<file path="config.mk">
export PLATFORM = sky130hd
export DESIGN_NAME = image_sequencer
export DESIGN_NICKNAME = d
export VERILOG_FILES = /design/src/rtl/image_sequencer.sv
export SDC_FILE = /design/constraint.sdc
export NUM_CORES = 1
export LEC_CHECK = 0
export CELL_PAD_IN_SITES_DETAIL_PLACEMENT = 2
export CELL_PAD_IN_SITES_GLOBAL_PLACEMENT = 2
export CORE_MARGIN = 2
export CORE_UTILIZATION = 30
export DETAILED_ROUTE_END_ITERATION = 6
export PLACE_DENSITY = 0.88
export SETUP_SLACK_MARGIN = 0.3
export SYNTH_ARGS = -nofsm -noshare
export SYNTH_HDL_FRONTEND = slang
export SYNTH_SLANG_ARGS = --single-unit
</file>
<file path="constraint.sdc">
create_clock -name clk_i -period 2.45 [get_ports clk_i]
set_input_delay 0.49 -clock clk_i [delete_from_list [all_inputs] [get_ports clk_i]]
set_output_delay 0.49 -clock clk_i [all_outputs]
set_load 0.02 [all_outputs]
</file>
<file path="src/rtl/image_sequencer.sv">
// Frame-synchronous one-hot image selector for the screensaver path.
// Auto-advances every FRAMES_PER_IMAGE frames; manual next/prev/load requests commit at vsync.
module image_sequencer #(
  parameter int NUM_IMAGES       = 4,
  parameter int FRAMES_PER_IMAGE = 120,
  parameter int FRAME_CNT_W      = 8
) (
  input  logic                   clk_i,
  input  logic                   rst_i,
  input  logic                   vsync_i,
  input  logic                   auto_en_i,
  input  logic                   next_i,
  input  logic                   prev_i,
  input  logic                   load_i,
  input  logic [3:0]             select_i,
  output logic [3:0]             image_select_o,
  output logic                   frame_start_o,
  output logic                   pending_o,
  output logic                   bad_sel_o,
  output logic [FRAME_CNT_W-1:0] frame_cnt_o
);

  localparam logic [1:0]             LAST_IDX = 2'(NUM_IMAGES - 1);
  localparam logic [2:0]             NUM_IMG  = 3'(NUM_IMAGES);
  localparam logic [FRAME_CNT_W-1:0] CNT_LAST = FRAME_CNT_W'(FRAMES_PER_IMAGE - 1);

  // Returns {valid, index}; valid only for an exact one-hot code inside the image range.
  function automatic logic [2:0] decode_sel(input logic [3:0] sel);
    logic       ok;
    logic [1:0] pos;
    case (sel)
      4'b0001: begin ok = 1'b1; pos = 2'd0; end
      4'b0010: begin ok = 1'b1; pos = 2'd1; end
      4'b0100: begin ok = 1'b1; pos = 2'd2; end
      4'b1000: begin ok = 1'b1; pos = 2'd3; end
      default: begin ok = 1'b0; pos = 2'd0; end
    endcase
    if ({1'b0, pos} >= NUM_IMG) begin
      ok = 1'b0;
    end else begin
      ok = ok;
    end
    return {ok, pos};
  endfunction

  function automatic logic [1:0] inc_idx(input logic [1:0] i);
    return (i == LAST_IDX) ? 2'd0 : i + 2'd1;
  endfunction

  function automatic logic [1:0] dec_idx(input logic [1:0] i);
    return (i == 2'd0) ? LAST_IDX : i - 2'd1;
  endfunction

  logic                   vsync_q_r;
  logic [1:0]             idx_r;
  logic [FRAME_CNT_W-1:0] frame_cnt_r;
  logic                   pend_valid_r;
  logic [1:0]             pend_idx_r;

  logic                   boundary_s;
  logic [1:0]             eff_s;
  logic [2:0]             sel_dec_s;
  logic                   req_s;
  logic [1:0]             req_idx_s;
  logic                   bad_s;
  logic                   commit_s;
  logic [1:0]             idx_nxt_s;
  logic [FRAME_CNT_W-1:0] cnt_nxt_s;

  // Request decode: load beats next/prev, simultaneous next+prev is dropped.
  always_comb begin
    boundary_s = vsync_q_r & ~vsync_i;
    eff_s      = pend_valid_r ? pend_idx_r : idx_r;
    sel_dec_s  = decode_sel(select_i);
    req_s      = 1'b0;
    req_idx_s  = eff_s;
    bad_s      = 1'b0;
    if (load_i) begin
      if (sel_dec_s[2]) begin
        req_s     = 1'b1;
        req_idx_s = sel_dec_s[1:0];
      end else begin
        bad_s = 1'b1;
      end
    end else if (next_i && !prev_i) begin
      req_s     = 1'b1;
      req_idx_s = inc_idx(eff_s);
    end else if (prev_i && !next_i) begin
      req_s     = 1'b1;
      req_idx_s = dec_idx(eff_s);
    end else begin
      req_s = 1'b0;
    end
  end

  // Boundary processing: a pending manual commit replaces the auto step.
  always_comb begin
    idx_nxt_s = idx_r;
    cnt_nxt_s = frame_cnt_r;
    commit_s  = 1'b0;
    if (boundary_s) begin
      if (pend_valid_r) begin
        idx_nxt_s = pend_idx_r;
        cnt_nxt_s = '0;
        commit_s  = 1'b1;
      end else if (auto_en_i) begin
        if (frame_cnt_r == CNT_LAST) begin
          idx_nxt_s = inc_idx(idx_r);
          cnt_nxt_s = '0;
        end else begin
          cnt_nxt_s = frame_cnt_r + FRAME_CNT_W'(1);
        end
      end else begin
        cnt_nxt_s = frame_cnt_r;
      end
    end else begin
      idx_nxt_s = idx_r;
    end
  end

  // State and registered outputs; vsync_q clears in reset so a vsync already low at release is not a fall.
  always_ff @(posedge clk_i) begin
    if (rst_i) begin
      vsync_q_r      <= 1'b0;
      idx_r          <= 2'd0;
      frame_cnt_r    <= '0;
      pend_valid_r   <= 1'b0;
      pend_idx_r     <= 2'd0;
      image_select_o <= 4'b0001;
      frame_start_o  <= 1'b0;
      bad_sel_o      <= 1'b0;
    end else begin
      vsync_q_r      <= vsync_i;
      idx_r          <= idx_nxt_s;
      frame_cnt_r    <= cnt_nxt_s;
      image_select_o <= 4'b0001 << idx_nxt_s;
      frame_start_o  <= boundary_s;
      bad_sel_o      <= bad_s;
      if (req_s) begin
        pend_valid_r <= 1'b1;
        pend_idx_r   <= req_idx_s;
      end else if (commit_s) begin
        pend_valid_r <= 1'b0;
      end else begin
        pend_valid_r <= pend_valid_r;
      end
    end
  end

  assign pending_o   = pend_valid_r;
  assign frame_cnt_o = frame_cnt_r;

endmodule

</file>
==> impl_metrics.toml <==
[status]
status = "finished clean"

[critical_path]
timing_worst_setup_path_type = "input pin to register"
setup.worst_path.start_class = "input pin"
worstPathMaxFanout = 11
worst_ep_arrival_time_ps = 2220
end_kind = "register"
crit_required_ps = 2680

[cells_and_area]
post_route_cells_drive_above_1_share_pct = 8.00
finalNetCount = 166
area_growth_pct = 32.9
n_fill_cell = 410
insertedDiodeCount = 0
final_cells = 196

[grt]
maximum_number_of_pins_on_one_net_before_global_route_repair = 15
global_route_wire_length_before_repair_mm = 5.07
overflow = 0
first_global_vias = 1094
grt_use_total_pct = 16.3
antenna_found_initial = 0

[drt]
via_density_per_instance = 5.15
post_drt_wl_per_cell_um = 15.1
ant_nets = 0
dr.pass1.iters = 4
drt-total-wl_mm = 2.96
drt_iter0_markers = 28
vias = 1009
route.detailed.drc = 0

[floorplan]
row_count = 21
die-area_mm2 = 0.00402
effective_utilization_at_floorplan_pct = 31.5
die_height_um = 63.4
boundaryPins = 26
floorplan.die.width_um = 63.4
coreArea_mm2 = 0.00336

[timing]
worst_margin_slew_ps = 529
final_hold_violating_endpoints = 0
timing.setup.tns_ps = 0
grt_setup_unrepaired = "false"
slew_headroom_pct = 64.7
final.setup.worst_slack_ps = 468
timing.final.setup_violations = 0
fmaxAchievable_mhz = 505
worst_hold_slack_ps = 514
worst_clock_skew_on_the_final_layout_ps = 10.7
report.final.slew_viol_count = 0
fin_crit_ps = 1980
timing.final.crit_share_pct = 80.9

[logic_synthesis]
synthesis.area_mm2 = 0.00106
syn_nets = 136
synth.yosys.seq_area_share_pct = 37.8
yosysWarnings = 0
post_synth_inst_count = 121
count_of_flip_flops_with_a_built_in_enable_after_synthesis = 0
yosys_most_used_dff = "sky130_fd_sc_hd__dfxtp_1"
yosys.cell_types.count = 39
ys_seq_elements = 20
async_reset_ff_share_pct = 0
synth.avg_cell_area_um2 = 8.75

[clock_network]
clk_pin_slew_ps = 100
cts_root_buf = "sky130_fd_sc_hd__clkbuf_4"
cts_inserted_buffers = 3
clk_latency_ps = 310
cts.sink_count = 20
post-cts-setup-buffers = 0
max-clock-path-buffers = 2
cts_tree = "done"
cts.htree.levels = 1

[placed_design]
routabilityCongestion = 0.757
place_hpwl_mm = 2.40
dp_cells = 192
dpl_worst_slack_ps = 140
port_buffers = 25

[power]
power.switching_fraction_pct = 26.0
largest_vdd_supply_drop_uv = 191
net-switching-power_mw = 0.171
leakage_nw = 0.521
share_seq_of_total_power_pct = 53.5
p_int_mw = 0.485
power_per_cell_area_mw_per_mm2 = 466
power.share.combinational_pct = 17.1
share_clk_of_total_power_pct = 29.4

[run]
cap_violations = 0

[hold_path]
hold_class = "register to register"
[cells in the mapped netlist (2+ instances only)]
library cell	count	share of area, %
sky130_fd_sc_hd__a21oi_1	8	3.8
sky130_fd_sc_hd__nand3_1	2	0.95
sky130_fd_sc_hd__mux2i_1	5	4.7
sky130_fd_sc_hd__nor4b_1	2	1.7
sky130_fd_sc_hd__or4_4	2	2.1
sky130_fd_sc_hd__nor3b_1	2	1.4
sky130_fd_sc_hd__nor2_1	17	6.0
sky130_fd_sc_hd__inv_1	6	2.1
sky130_fd_sc_hd__a211oi_1	2	1.4
sky130_fd_sc_hd__or3_1	3	1.8
sky130_fd_sc_hd__nor2b_1	3	1.8
sky130_fd_sc_hd__o21ai_0	5	2.4
sky130_fd_sc_hd__nand2_1	7	2.5
sky130_fd_sc_hd__nand2b_1	2	1.2
sky130_fd_sc_hd__xor2_1	4	3.3
sky130_fd_sc_hd__ha_1	4	4.7
sky130_fd_sc_hd__nand4b_1	2	1.7
sky130_fd_sc_hd__dfxtp_1	20	38
sky130_fd_sc_hd__and4b_1	2	1.9
sky130_fd_sc_hd__and3_1	2	1.2
sky130_fd_sc_hd__xnor2_1	2	1.7
sky130_fd_sc_hd__nor3_1	2	0.95
[cell usage in the layout (no fill, tap or decap), types with 2 or more instances in the layout]
cell | netlist | final
sky130_fd_sc_hd__ha_1 | 4 | 4
sky130_fd_sc_hd__nor3b_1 | 2 | 2
sky130_fd_sc_hd__xor2_1 | 4 | 4
sky130_fd_sc_hd__and4b_1 | 2 | 2
sky130_fd_sc_hd__inv_1 | 6 | 6
sky130_fd_sc_hd__or3_1 | 3 | 3
sky130_fd_sc_hd__nor4b_1 | 2 | 2
sky130_fd_sc_hd__a21oi_1 | 8 | 8
sky130_fd_sc_hd__buf_4 | 0 | 3
sky130_fd_sc_hd__mux2i_1 | 5 | 5
sky130_fd_sc_hd__nand3_1 | 2 | 2
sky130_fd_sc_hd__nor2_1 | 17 | 17
sky130_fd_sc_hd__nor3_1 | 2 | 2
sky130_fd_sc_hd__nor2b_1 | 3 | 3
sky130_fd_sc_hd__xnor2_1 | 2 | 2
sky130_fd_sc_hd__nand2_1 | 7 | 7
sky130_fd_sc_hd__o21ai_0 | 5 | 5
sky130_fd_sc_hd__nand2b_1 | 2 | 2
sky130_fd_sc_hd__nand4b_1 | 2 | 2
sky130_fd_sc_hd__dfxtp_1 | 20 | 19
sky130_fd_sc_hd__clkbuf_4 | 0 | 3
sky130_fd_sc_hd__and3_1 | 2 | 2
sky130_fd_sc_hd__or4_4 | 2 | 2
sky130_fd_sc_hd__a211oi_1 | 2 | 2
sky130_fd_sc_hd__clkdlybuf4s50_1 | 0 | 25
[routing by layer]
metal  wire [um]  vias to the layer above  GRT usage (%)
li1            -                      491              -
met1        1110                      495           16.2
met2        1730                       21           32.5
met3          81                        2           2.68
met4          29                        0           7.07
met5           0                        -              0
[critical path, stage by stage]
cell	delay, ps
sky130_fd_sc_hd__clkdlybuf4s50_1	430
sky130_fd_sc_hd__nand2b_4	210
sky130_fd_sc_hd__or4_4	560
sky130_fd_sc_hd__or3_1	370
sky130_fd_sc_hd__a21oi_1	150
[registers in the layout, indices dropped and copies added, names as in the netlist]
name            flops
bad_sel_o           1
frame_cnt_o         8
frame_start_o       1
idx_r               2
image_select_o      4
pend_idx_r          2
pending_o           1
vsync_q_r           1
[final cells by class]
class                           instances  area [um^2]  share of cell area (%)
Multi-Input combinational cell         92          616                    43.8
Sequential cell                        20          402                    28.6
Timing Repair Buffer                   28          273                    19.4
Tap cell                               46         57.6                    4.09
Clock buffer                            4         36.3                    2.58
Inverter                                6         22.5                    1.60
[power by group through the flow]
stage | sequential (mW) | combinational (mW) | clock [mW]
3_5_place_dp | 0.358 | 0.114 | 0
3_3_place_gp | 0.357 | 0.108 | 0
4_1_cts | 0.351 | 0.114 | 0.203
5_1_grt | 0.354 | 0.124 | 0.221
6_report | 0.351 | 0.112 | 0.193
2_1_floorplan | 0.358 | 0.0600 | 0
[final timing paths]
check                               startpoint                 to  slack, ps  cells after the start
worst max-delay path                   vsync_i     frame_cnt_o[5]        470                      5
worst min-delay path             pend_idx_r[0]      pend_idx_r[0]        510                      2
worst max register to register  frame_cnt_o[0]  image_select_o[1]        610                      5
worst min register to register   pend_idx_r[0]      pend_idx_r[0]        510                      2
[metrics by stage]
| stage | area (um^2) | power [mW] | utilization, % |
|---|---|---|---|
| after CTS | 1410 | 0.668 | 41.8 |
| final | 1410 | 0.656 | 41.8 |
| after detailed placement | 1370 | 0.472 | 40.7 |
| after global routing | 1410 | 0.700 | 41.8 |
| after global placement | 1370 | 0.464 | 40.7 |
| after floorplan | 1060 | 0.418 | - |
[cells by family (layout without fill, tap and decap cells)]
kind of cell	after synthesis	in the layout	share of synthesized area (%)
simple gates	53	53	28.8
compound gates	24	24	14.9
flops	20	20	37.8
buf+inv	9	38	4.02
xor+xnor	6	6	4.96
mux	5	5	4.73
fa+ha+maj	4	4	4.73
[what timing repair did]
item	CTS	global route
hold buffers	0	0
setup endpoints to repair	0	2
resized for setup	0	1
Note: power is estimated with default switching activity, not from simulation.
